## config.mk

```make
export PLATFORM = sky130hd
export DESIGN_NAME = dds_sweep_ctrl
export DESIGN_NICKNAME = d
export VERILOG_FILES = /design/src/rtl/dds_sweep_ctrl.sv
export SDC_FILE = /design/constraint.sdc
export NUM_CORES = 1
export LEC_CHECK = 0
export ABC_AREA = 1
export BUFFER_PORTS_ARGS = -buffer_cell sky130_fd_sc_hd__buf_2
export CORE_MARGIN = 1.5
export CORE_UTILIZATION = 45
export DETAILED_ROUTE_END_ITERATION = 8
export GPL_TIMING_DRIVEN = 0
export PLACE_DENSITY = 0.76
export SLEW_MARGIN = 30
export SYNTH_ARGS = -nofsm -noshare
export SYNTH_HDL_FRONTEND = slang
export SYNTH_SLANG_ARGS = --single-unit
```

## constraint.sdc

```tcl
create_clock -name Clk -period 8.3 [get_ports Clk]
set_clock_uncertainty 0.15 [all_clocks]
set_input_delay 0.415 -clock Clk [delete_from_list [all_inputs] [get_ports Clk]]
set_output_delay 0.415 -clock Clk [all_outputs]
set_load 0.05 [all_outputs]
```

## src/rtl/dds_sweep_ctrl.sv

```systemverilog
// DDS frequency-sweep sequencer.
// Steps a frequency word from a start point to an inclusive stop point in
// fixed increments, holding each point for a programmable number of clocks.
// Supports single sweep, sawtooth repeat and triangle modes.
module dds_sweep_ctrl #(
    parameter int FW = 32,
    parameter int PW = 12,
    parameter int DW = 24
) (
    input  logic          Clk,
    input  logic          Reset,
    input  logic          Start,
    input  logic          Stop,
    input  logic [1:0]    Mode,
    input  logic [FW-1:0] Start_Fword,
    input  logic [FW-1:0] Stop_Fword,
    input  logic [FW-1:0] Step_Fword,
    input  logic [DW-1:0] Dwell,
    input  logic [PW-1:0] Pword_In,
    output logic [FW-1:0] Fword,
    output logic [PW-1:0] Pword,
    output logic          Busy,
    output logic          Step_Tick,
    output logic          Done,
    output logic          Err
);

    typedef enum logic {
        ST_IDLE  = 1'b0,
        ST_DWELL = 1'b1
    } state_t;

    localparam logic [1:0] MODE_SINGLE = 2'd0;
    localparam logic [1:0] MODE_SAW    = 2'd1;
    localparam logic [1:0] MODE_TRI    = 2'd2;
    localparam logic [1:0] MODE_RSVD   = 2'd3;

    state_t        state_q;
    logic          dir_down_q;
    logic [1:0]    mode_q;
    logic [FW-1:0] start_q;
    logic [FW-1:0] stop_q;
    logic [FW-1:0] step_q;
    logic [DW-1:0] dwell_q;
    logic [DW-1:0] count_q;
    logic [FW-1:0] fword_q;
    logic [PW-1:0] pword_q;
    logic          busy_q;
    logic          tick_q;
    logic          done_q;
    logic          err_q;

    // Candidate next points, computed one bit wider so neither direction can wrap.
    logic [FW:0]   up_sum_d;
    logic [FW:0]   dn_diff_d;
    logic          up_ok_d;
    logic          dn_ok_d;
    logic          last_d;
    logic          cfg_valid_d;

    // Next-point arithmetic, range checks and start-request validation.
    always_comb begin
        up_sum_d    = {1'b0, fword_q} + {1'b0, step_q};
        dn_diff_d   = {1'b0, fword_q} - {1'b0, step_q};
        up_ok_d     = (up_sum_d <= {1'b0, stop_q});
        dn_ok_d     = (dn_diff_d[FW] == 1'b0) && (dn_diff_d[FW-1:0] >= start_q);
        last_d      = (count_q == (dwell_q - {{(DW-1){1'b0}}, 1'b1}));
        cfg_valid_d = (Step_Fword != {FW{1'b0}}) && (Start_Fword <= Stop_Fword);
    end

    // Sweep state machine: latches configuration, advances points, drives pulses.
    always_ff @(posedge Clk or posedge Reset) begin
        if (Reset) begin
            state_q    <= ST_IDLE;
            dir_down_q <= 1'b0;
            mode_q     <= 2'd0;
            start_q    <= {FW{1'b0}};
            stop_q     <= {FW{1'b0}};
            step_q     <= {FW{1'b0}};
            dwell_q    <= {DW{1'b0}};
            count_q    <= {DW{1'b0}};
            fword_q    <= {FW{1'b0}};
            pword_q    <= {PW{1'b0}};
            busy_q     <= 1'b0;
            tick_q     <= 1'b0;
            done_q     <= 1'b0;
            err_q      <= 1'b0;
        end else begin
            // Pulses default low; only one of them is raised in any cycle.
            tick_q <= 1'b0;
            done_q <= 1'b0;
            err_q  <= 1'b0;
            if (Stop) begin
                // Abort wins over everything; frequency and phase words freeze.
                state_q <= ST_IDLE;
                busy_q  <= 1'b0;
            end else begin
                case (state_q)
                    ST_IDLE: begin
                        if (Start) begin
                            if (cfg_valid_d) begin
                                mode_q     <= (Mode == MODE_RSVD) ? MODE_SINGLE : Mode;
                                start_q    <= Start_Fword;
                                stop_q     <= Stop_Fword;
                                step_q     <= Step_Fword;
                                dwell_q    <= (Dwell == {DW{1'b0}}) ? {{(DW-1){1'b0}}, 1'b1} : Dwell;
                                fword_q    <= Start_Fword;
                                pword_q    <= Pword_In;
                                count_q    <= {DW{1'b0}};
                                dir_down_q <= 1'b0;
                                busy_q     <= 1'b1;
                                tick_q     <= 1'b1;
                                state_q    <= ST_DWELL;
                            end else begin
                                err_q <= 1'b1;
                            end
                        end else begin
                            state_q <= ST_IDLE;
                        end
                    end
                    ST_DWELL: begin
                        if (!last_d) begin
                            count_q <= count_q + {{(DW-1){1'b0}}, 1'b1};
                        end else begin
                            count_q <= {DW{1'b0}};
                            if (dir_down_q) begin
                                // Descending leg of the triangle.
                                tick_q <= 1'b1;
                                if (dn_ok_d) begin
                                    fword_q <= dn_diff_d[FW-1:0];
                                end else begin
                                    dir_down_q <= 1'b0;
                                    if (up_ok_d) begin
                                        fword_q <= up_sum_d[FW-1:0];
                                    end else begin
                                        fword_q <= fword_q;
                                    end
                                end
                            end else if (up_ok_d) begin
                                fword_q <= up_sum_d[FW-1:0];
                                tick_q  <= 1'b1;
                            end else begin
                                // Next point would pass the stop limit.
                                case (mode_q)
                                    MODE_SAW: begin
                                        fword_q <= start_q;
                                        tick_q  <= 1'b1;
                                    end
                                    MODE_TRI: begin
                                        tick_q <= 1'b1;
                                        if (dn_ok_d) begin
                                            dir_down_q <= 1'b1;
                                            fword_q    <= dn_diff_d[FW-1:0];
                                        end else begin
                                            fword_q <= fword_q;
                                        end
                                    end
                                    default: begin
                                        state_q <= ST_IDLE;
                                        busy_q  <= 1'b0;
                                        done_q  <= 1'b1;
                                    end
                                endcase
                            end
                        end
                    end
                    default: begin
                        state_q <= ST_IDLE;
                        busy_q  <= 1'b0;
                    end
                endcase
            end
        end
    end

    assign Fword     = fword_q;
    assign Pword     = pword_q;
    assign Busy      = busy_q;
    assign Step_Tick = tick_q;
    assign Done      = done_q;
    assign Err       = err_q;

endmodule

```

### Word-level counts from Yosys, hierarchy flattened

Index checks and enable logic that the tools add are counted.

* register bits after elaboration: 196
* input port bits: 138
* word-level logic and storage cells: 103

* add/subtract/negate cells: 4
* magnitude comparators: 3
* equal/unequal tests: 16
* mux-type cells: 53
* bitwise gates (word level): 3
* reduce and logical (&&, ||, !) cells: 10

Operators with widths (count)
* $mux W32: 8
* $pmux W32 S2: 2
* $mux W24: 4
* $pmux W24 S2: 1
* $add A32 B32 Y33: 1
* $le A33 B32 Y1: 1
* $mux W1: 33
* $sub A32 B32 Y33: 1
* $ge A32 B32 Y1: 1
* $le A32 B32 Y1: 1
* $reduce_bool A32 Y1: 1
* $add A24 B1 Y24 const B: 1
* $eq A24 B24 Y1: 1
* $logic_not A24 Y1: 1
* $sub A24 B1 Y24 const B: 1
* $ne A3 B3 Y1 const B: 5
* $pmux W1 S2: 4
* $reduce_and A4 Y1: 2
* $reduce_and A7 Y1: 1
* $reduce_and A6 Y1: 1
* $ne A5 B1 Y1 const B: 1
* $eq A2 B2 Y1 const B: 2
* $ne A2 B2 Y1 const B: 2
* $ne A4 B2 Y1 const B: 1
* 9 further kinds: 12

### Longest topological paths before layout

Gate-level depths: netlist (run 1).

* depth in word-level cells: 9
* depth in mapped cells: 31
* mapped depth without buffers: 30

### Least setup slack after synthesis (run 1)

Ideal clock, no wire load.

* path kind: reg-to-reg
* from: register fword_q[0] (netlist: Fword[0])
* to: register fword_q[19] (netlist: Fword[19])
* setup time: 0.118 ns
* data arrival time: 3.993 ns
* required time: 8.032 ns
* setup slack: 4.039 ns
* cell stages (with the launch flop): 27
* path buffers: 1
* clock period less this slack: 4.261 ns
* cell sequence: dfrtp_1 > ha_1 > inv_1 > fa_1 > or2_1 > o21ai_2 > nand2_1 > nand2_1 > nand3_1 > nand2_1 > nand2_1 > nand2_1 > xor2_1 > inv_1 > ha_1 > nand3_1 > nor3_1 > nand3_1 > nor3_1 > nand4_2 > nand2_2 > buf_4 > nand2_1 > nand3_1 > nand3_1 > nand2_1 > nand2_1

* word-level cells in the longest chain between the ends: 7

Ends and longest elaborated chain
* start: declaration: RTL line 46 `logic [FW-1:0] fword_q;`
* start signal: assignment: RTL line 82 `fword_q <= {FW{1'b0}};`
* start signal: assignment: RTL line 107 `fword_q <= Start_Fword;`
* start signal: assignment: RTL line 130 `fword_q <= dn_diff_d[FW-1:0];`
* $sub A32 B32 Y33: RTL line 64 `dn_diff_d = {1'b0, fword_q} - {1'b0, step_q};`
* $ge A32 B32 Y1, or another cell as far along: RTL line 66 `dn_ok_d = (dn_diff_d[FW] == 1'b0) && (dn_diff_d[FW-1:0] >= start_q);`
* $logic_and A1 B1 Y1 or $pmux W32 S2 (tied branches): RTL line 66, 144
* $mux W32, on equally long branches: RTL line 129, 139
* $mux W32: RTL line 126 `if (dir_down_q) begin`
* $mux W32: RTL line 122 `if (!last_d) begin`
* $pmux W32 S2: RTL line 98 `case (state_q)`

Several ways; a longest one is shown, not always the timed one. The select of a mux whose other input is x is not followed.
A chain may end at the register's enable or synchronous reset.

### Worst setup path after layout (run 1)

* from: register fword_q[0] (netlist: Fword[0])
* to: register fword_q[9] (netlist: Fword[9])

Same word-level chain as after synthesis.

==> results of run 1 <==
-- stage by stage --
step / power (mW) / std cells
3_3_place_gp: 7.71 / 3501
4_1_cts: 8.75 / 3560
6_report: 8.90 / 3563
5_1_grt: 9.72 / 3562
2_1_floorplan: 5.99 / 2791
3_5_place_dp: 7.78 / 3503
-- cell type report --
cell class | instances | area (sq um)
clock inverter | 12 | 170
clock buffer | 19 | 443
multi-input combinational | 2077 | 11100
timing repair buffer | 213 | 1240
inverter | 415 | 1570
antenna | 3 | 7.51
tap | 525 | 657
fill | 4076 | 19000
buffer | 103 | 473
sequential | 196 | 4900
-- cells in the mapped netlist, drive strengths merged, types with 3 or more instances --
cell,count
or2,5
nand3,183
nor2,271
clkbuf,56
and2,10
xnor2,13
a21oi,133
inv,414
nand3b,13
a31oi,4
nand2,824
ha,164
a21o,3
nand4,70
nor3b,4
o21a,6
o21ai,221
nor3,28
o21bai,17
o211ai,19
xor2,62
buf,47
nor4,15
dfrtp,196
-- final timing paths --
check | start | end | cells after the start
max in group asynchronous | Reset | step_q[22] | 5
min reg2reg | Pword[11] | Pword[11] | 2
max reg2reg | Fword[0] | Fword[9] | 28
min | Stop_Fword[19] | stop_q[19] | 3
min in group asynchronous | Reset | dwell_q[17] | 3
max | Fword[0] | Fword[9] | 28
-- where the power goes --
group	switching (mW)	internal [mW]
Clock	0.428	0.489
Combinational	4.55	1.99
Sequential	0.219	1.22
Total	5.20	3.70
-- sequential cells by signal (all words and copies together) (netlist names) --
| register | count |
|---|---|
| step_q | 32 |
| mode_q | 2 |
| Step_Tick | 1 |
| Done | 1 |
| Err | 1 |
| start_q | 32 |
| dwell_q | 24 |
| Busy | 1 |
| Pword | 12 |
| dir_down_q | 1 |
| stop_q | 32 |
| state_q | 1 |
| Fword | 32 |
| count_q | 24 |
-- routing by layer --
metal,GRT usage,vias up,share of wire
met1,0.401,8787,0.41
li1,-,9375,-
met5,0,-,0.00015
met3,0.0509,165,0.079
met2,0.524,883,0.45
met4,0.173,2,0.058
-- logic make-up after synthesis --
| logic type | count (synthesis) | synth area share |
|---|---|---|
| AOI/OAI and AO/OA | 410 | 0.123 |
| xor gates and xnor gates | 75 | 0.0365 |
| adders and majority gates | 166 | 0.116 |
| buffers and inverters | 518 | 0.113 |
| DFF | 196 | 0.273 |
| and+or+nand+nor | 1426 | 0.339 |
-- placed cells by master (no fill, tap or decap), types with 28 or more instances in the layout --
| cell | synthesis | final |
|---|---|---|
| nor2_1 | 238 | 238 |
| inv_1 | 411 | 410 |
| o21ai_0 | 213 | 213 |
| nand2_1 | 817 | 817 |
| xor2_1 | 62 | 62 |
| nand3_1 | 181 | 181 |
| ha_1 | 164 | 164 |
| clkbuf_1 | 54 | 55 |
| nor3_1 | 28 | 28 |
| nand4_1 | 69 | 69 |
| nor2_2 | 31 | 31 |
| a21oi_1 | 131 | 131 |
| dfrtp_1 | 196 | 196 |
| buf_2 | 40 | 225 |
-- timing repair --
action                    CTS  global route
hold buffers               26             0
gates resized for setup     0             0
hold endpoints to repair   60             0
-- worst min-delay path, cell delays in order --
cell and delay [ns]:
buf_2 0.09, nand2_1 0.05, o21ai_0 0.05
==> impl_results.md, run 1 <==
* Final core utilization at 0.519
* Total clock buffers created by CTS at 17
* Yosys warns at 0
* Relative slew margins at 0.408
* Crit path max-delay family: simple AND/OR/NAND/NOR gates
* Maximum vdd ir drop at ~0.35 mV
* Syn avg cell area at 6.44 sq um
* Final hold violation count at 0
* First-pass GRT wire length at 100 mm
* Clock Sinks at 196
* Vias/cell at 5.39
* R2r setup slk at 2.82 ns
* Hold crit path type: input pin to flop
* CP Launch Type: flop
* Synth top area share at 0.273
* DP HPWL at 53.3 mm
* Final hold slack at roughly 0.012 ns
* Synth cell types at 52
* CP max FO at 10
* Rows at 73
* Number of global-route vias before repair at 18200
* Slew @ Worst Pin at about 0.9 ns
* Placement Cell Area at 19600 sq um
* Pre-CTS setup slack at 3.01 ns
* Initial antenna violation count at 3
* Yosys reg bits at roughly 200
* CP Capture Type: flop
* Routed WL at 65.6 mm
* Die height at 203 microns
* Areal power density over the cells at between 400 and 500 nW/um^2
* Setup bufs post-CTS at 0
* Post-route setup slack at 2.82 ns
* Die width at between 200 and 250 microns
* RSZ-0062 raised after global routing: false
* Period minus WS final at 5.48 ns
* Count of max-cap constraint violations at 0
* Max incr delay on CP at about 0.47 ns
* Final period util at 0.660
* Crit path buffers/inverters at 4
* H-tree depth at 4
* Syn Std Cell Area at 18000 sq um
* Final setup viols at 0
* Core box area at 39500 sq um
* Yosys top cell by area: dfrtp_1
* Initial Util at 0.455
* # port buffers at 185
* Initial drt markers at 1890
* Via Count at 19200
* Fmax at 0.183 GHz
* RePlAce Congestion at 1.06
* EDFF count, synth at 0
* Grt ovf at 0
* Router iterations before antenna repair at 6
* Final ANT Viol Nets at 0
* Async SR Flop Fraction at 1.00
* Post-synthesis cell count at ~2800
* CP arrival at 5.68 ns
* Clk Latency, worst-skew pair at 0.48 ns
* Crit-path most repeated cell: nand2_1
* Root buf cell: clkbuf_16
* Critical path's slowest cell: dfrtp_1
* Status: complete, no violations
* Post-synthesis sequential area ratio at 0.273
* Crit path kind: flop to flop
* Synth Net Count at 3095
* Final TNS setup at 0 ns
* Worst Path Required at around 8.5 ns
* Layout cells sized above 1 at 0.106
* Die area at 41200 sq um
* Bufs on Longest Clock Path at 2
* Nets at 3327
* Overall routing resource usage at 0.319
* Area delta synth->final at 14.1%
* DRC errors left at 0
* Predominant post-synthesis flop cell: dfrtp_1
* Ports at 186
* Design area at a little over 20000 sq um
* Largest net degree at the start of global routing at 92
* CTS tree: done
* Ranking of synthesized cells by area: dfrtp_1 27%, nand2_1 17%, ha_1 11%
* Final Max Slew Viols at 0
* Static Leak at 10.9 nW
* Worst-path clk slew at about 0.08 ns
* Wire per inst at about 18 microns
Power figures use the tool's default switching activity.
==> run 2: changes to the inputs <==
Clock period 8.3 ns to 5.6 ns, I/O delays scaled along.
==> run 2 against run 1 <==
Effect of this change: worst hold slack gained 0.092 ns; final cell count grew 3.3%; maximum frequency grew 2.6%.
==> impl_results.md, run 2 (synthesis results as in run 1) <==
* Status: complete, no violations
* RSZ-0062 raised after global routing: false
* Vias/cell at 5.38
* Number of global-route vias before repair at 19000
* Rows at 73
* CP max FO at 10
* Initial antenna violation count at 0
* Maximum vdd ir drop at 0.377 mV
* Post-route setup slack at 0.260 ns
* Final Max Slew Viols at 0
* Routed WL at 70.1 mm
* First-pass GRT wire length at 107 mm
* Via Count at 19800
* CP Capture Type: flop
* Router iterations before antenna repair at 6
* Final TNS setup at 0 ns
* # port buffers at 185
* Bufs on Longest Clock Path at 2
* Relative slew margins at 0.344
* Wire per inst at 19.1 microns
* Count of max-cap constraint violations at 0
* RePlAce Congestion at slightly below 1
* Initial drt markers at 2050
* Ports at approximately 190
* Final period util at 0.954
* Worst Path Required at 5.83 ns
* Die area at 41200 sq um
* Areal power density over the cells at 611 nW/um^2
* Grt ovf at 0
* Die width at 203 microns
* Clk Latency, worst-skew pair at approximately 0.5 ns
* Worst-path clk slew at 0.08 ns
* Final hold violation count at 0
* Die height at 203 microns
* Overall routing resource usage at 0.344
* Clock Sinks at between 150 and 200
* Slew @ Worst Pin at 0.985 ns
* Power, Total at 13.3 mW
* DRC errors left at 0
* CP arrival at approximately 5.6 ns
* Root buf cell: clkbuf_16
* Initial Util at 0.455
* H-tree depth at 4
* CP Launch Type: flop
* Largest net degree at the start of global routing at 30
* DP HPWL at 55.1 mm
* Area delta synth->final at 20.9%
* Hold crit path type: input pin to asynchronous set/reset pin
* Most frequent cells in the layout: 817 x nand2_1, 410 x inv_1, 238 x nor2_1
* Fill cells at 3834
* Most common cell after layout, fill and taps aside: nand2_1
* Period minus WS final at 5.34 ns
* Fmax at 0.187 GHz
* Total clock buffers created by CTS at 17
* Nets at 3446
* Static Leak at ~11 nW
* Final ANT Viol Nets at 0
* Final setup viols at 0
* Layout cells sized above 1 at 0.105
* Core box area at 39500 sq um
* CTS tree: done
* Crit path kind: flop to flop
* Pre-CTS setup slack at 0.245 ns
* Ant. Diodes at 0
run 2: changes by cell type in the layout (fill, tap and decap cells not counted), moves of 2 or more:
cell	change
dlygate4sd3_1	+112
buf_12	+4
clkinv_4	+4
diode_2	-3
buf_16	+2
bufinv_16	-2
clkinvlp_4	+2
inv_8	-2
run 2: final cells by class:
type / instances / area (sq um) / area share
Multi-Input combinational cell: 2077 / 11100 / 0.509
Sequential cell: 196 / 4900 / 0.226
Clock inverter: 13 / 144 / 0.00662
Clock buffer: 19 / 433 / 0.0199
Buffer: 103 / 474 / 0.0218
Tap cell: 525 / 657 / 0.0302
Inverter: 415 / 1560 / 0.0719
Timing Repair Buffer: 332 / 2500 / 0.115
run 2: path summary, 6_finish.rpt:
check	endpoint	slack (ns)	startpoint	cells after the start
worst max-delay path	Fword[20]	0.26	Fword[0]	27
worst min-delay path	dwell_q[19]	0.10	Reset	3
min in group Clk	Pword[10]	0.32	Pword[10]	2
worst min register to register	Pword[10]	0.32	Pword[10]	2
max in group asynchronous	step_q[24]	4.18	Reset	7
worst max register to register	Fword[20]	0.26	Fword[0]	27
run 2: where the power goes:
part | internal (mW) | leakage [nW] | switching [mW] | total [mW]
sequential | 1.80 | 2.46 | 0.327 | 2.13
clock | 0.626 | 0.271 | 0.642 | 1.27
combinational | 3.02 | 8.65 | 6.86 | 9.88
run 2: what timing repair did:
action | in CTS | in global routing
gates resized for setup | 0 | 3
hold buffers | 138 | 0
hold endpoints to repair | 194 | 0
setup buffers | 0 | 1
setup endpoints to repair | 0 | 29
run 2: per-layer routing:
layer  vias up  routed length (microns)  part of all wire  GRT usage
met5         -                        0                 0          0
met4         0                     4010             0.057      0.197
li1       9620                        -                 -          -
met2       898                    32700              0.47      0.573
met1      9080                    28400              0.41      0.420
met3       209                     4980             0.071     0.0562
run 2: worst max-delay path: stages (launching register included):
cell	delay [ns]
dfrtp_1	0.49
ha_1	0.31
inv_1	0.08
fa_1	0.38
or2_1	0.27
o21ai_2	0.19
nand2_1	0.07
nand2_1	0.15
a21oi_1	0.17
or2_2	0.34
nand2_1	0.07
nand2_1	0.05
nand2_1	0.14
inv_1	0.10
ha_1	0.42
nand3_1	0.20
nor3_1	0.19
nand3_1	0.09
nor3_1	0.20
nand4_2	0.12
buf_4	0.21
nand2_2	0.12
buf_4	0.21
nand2_1	0.06
nand3_1	0.07
nand3_1	0.08
nand2_1	0.20
nand2_1	0.07
run 2: stage by stage:
step                instance area, sq um  utilization  hold WS, ns  std cells
finish                             21700        0.550        0.104       3680
global route                       21700        0.550        0.138       3680
CTS                                21700        0.549       0.0762       3679
detailed placement                 19800        0.500       0.0916       3509
global placement                   19600        0.495        0.299       3501
floorplan                          18000            -        0.203       2791
==> run 3: changes to the inputs <==
Settings changed: CORE_ASPECT_RATIO set to 0.5, PLACE_DENSITY 0.76 to 0.75.
==> run 3 against run 2 <==
Effect of this change: cell area is 0.12% higher; clock power is 6% higher; critical endpoint is now Fword[17]; largest power group unchanged; sequential share of layout area hardly changed; sequential cell count stayed put; highest routed layer unchanged.
==> impl_results.md, run 3 (synthesis results as in run 1) <==
* Status: complete, no violations
* # port buffers at 185
* Initial antenna violation count at 1
* Most common cell after layout, fill and taps aside: nand2_1
* RePlAce Congestion at ~1.0
* Rows at between 50 and 60
* Grt ovf at 0
* Areal power density over the cells at 633 nW/um^2
* CP arrival at between 5 and 6 ns
* Total clock buffers created by CTS at 17
* RSZ-0062 raised after global routing: false
* Hold crit path type: input pin to flop
* CTS tree: done
* Initial Util at 0.460
* Initial drt markers at 2245
* Count of max-cap constraint violations at 0
* Clk Latency, worst-skew pair at between 0.4 and 0.5 ns
* Final core utilization at 0.556
* First-pass GRT wire length at 108 mm
* Die area at 41200 sq um
* Worst Path Required at 5.80 ns
* CP Capture Type: flop
* Clock Sinks at approximately 200
* Slew @ Worst Pin at 0.896 ns
* Largest net degree at the start of global routing at 31
* Ports at roughly 190
* Via Count at 20200
* Static Leak at 11.4 nW
* Number of global-route vias before repair at 18700
* Routed WL at 71.6 mm
* DRC errors left at 0
* Final setup viols at 0
* Final ANT Viol Nets at 0
* Crit path kind: flop to flop
* Bufs on Longest Clock Path at 2
* Core box area at 39100 sq um
* CP Launch Type: flop
* Root buf cell: clkbuf_16
* Overall routing resource usage at 0.347
* Vias/cell at 5.47
* Worst-path clk slew at 0.09 ns
* Area delta synth->final at 21.0%
* Period minus WS final at 5.39 ns
* DP HPWL at around 57 mm
* Fmax at 0.185 GHz
* Router iterations before antenna repair at 7
* Die height at roughly 140 microns
* Layout cells sized above 1 at 0.106
* Relative slew margins at 0.403
* Nets at 3443
* H-tree depth at 4
* Final TNS setup at 0 ns
* Final Max Slew Viols at 0
* Fill cells at 3817
* Most frequent cells in the layout: 817 x nand2_1, 410 x inv_1, 238 x nor2_1
* CP max FO at 10
* Final hold violation count at 0
* Wire per inst at 19.5 microns
* Final period util at 0.963
* Ant. Diodes at 0
* Maximum vdd ir drop at 0.347 mV
* Die width at 286 microns
run 3: cell count changes in the layout (fill, tap and decap cells not counted), moves of 4 or more:
cell,before,now
inv_8,2,6
xor2_2,0,4
buf_16,4,0
xor2_1,62,57
run 3: path summary, 6_finish.rpt:
kind,cells after the start,start,slack (ns),endpoint
min in group asynchronous,3,Reset,0.19,dwell_q[11]
min reg2reg,2,Pword[3],0.33,Pword[3]
max in group asynchronous,6,Reset,4.15,step_q[22]
max,25,Fword[20],0.21,Fword[17]
min,3,Start_Fword[0],0.05,start_q[0]
max reg2reg,25,Fword[20],0.21,Fword[17]
run 3: metal layers:
| metal | vias up | share of wire | track usage | routed length, microns |
|---|---|---|---|---|
| met5 | - | 0 | 0 | 0 |
| met4 | 0 | 0.031 | 0.110 | 2200 |
| met3 | 149 | 0.10 | 0.0781 | 7300 |
| met2 | 962 | 0.42 | 0.536 | 30400 |
| met1 | 9439 | 0.44 | 0.483 | 31700 |
| li1 | 9606 | - | - | - |
run 3: layout make-up:
cell class / count / area (sq um) / area share
multi-input combinational: 2077 / 11100 / 0.510
buffer: 102 / 470 / 0.0216
clock buffer: 17 / 425 / 0.0195
tap: 530 / 663 / 0.0305
sequential: 196 / 4900 / 0.225
inverter: 415 / 1560 / 0.0718
clock inverter: 15 / 191 / 0.00880
timing repair buffer: 330 / 2440 / 0.112
run 3: worst max-delay path, cell delays in order (launching register included):
cell      delay (ns)
dfrtp_1         0.44
ha_1            0.30
clkbuf_1        0.40
inv_1           0.22
a21oi_1         0.17
inv_1           0.06
a21oi_1         0.17
o21ai_0         0.22
nand3b_1        0.31
xor2_1          0.60
inv_1           0.13
ha_1            0.31
nand3_1         0.11
nor3_1          0.15
nand2_1         0.08
nand2_1         0.07
nand2_1         0.05
nand2_1         0.05
nand2_1         0.08
nand2_4         0.14
nand3_2         0.13
nand2_4         0.30
buf_6           0.25
nor2_2          0.04
nand2_1         0.23
nand2_1         0.09
run 3: stage by stage:
stage	cell area (sq um)	power, mW	hold WS, ns	cells	setup slack [ns]
final	21800	13.8	0.0465	3682	0.208
after CTS	21700	13.3	0.0449	3682	0.145
after global routing	21800	14.9	0.0494	3682	0.00417
after detailed placement	19700	11.9	0.157	3513	0.195
after global placement	19600	11.8	0.302	3506	0.223
after floorplan	18000	8.88	0.203	2791	1.34
run 3: timing repair:
item                                   in CTS  in global routing
setup endpoints to repair                   0                 32
gates resized for setup                     0                  9
buffers inserted                            0                  1
hold buffers                              137                  0
endpoints found under the hold margin     223                  0
run 3: power breakdown:
group / internal (mW) / leakage, nW / switching [mW]
Combinational: 3.04 / 8.64 / 7.26
Sequential: 1.80 / 2.46 / 0.323
Clock: 0.617 / 0.301 / 0.726
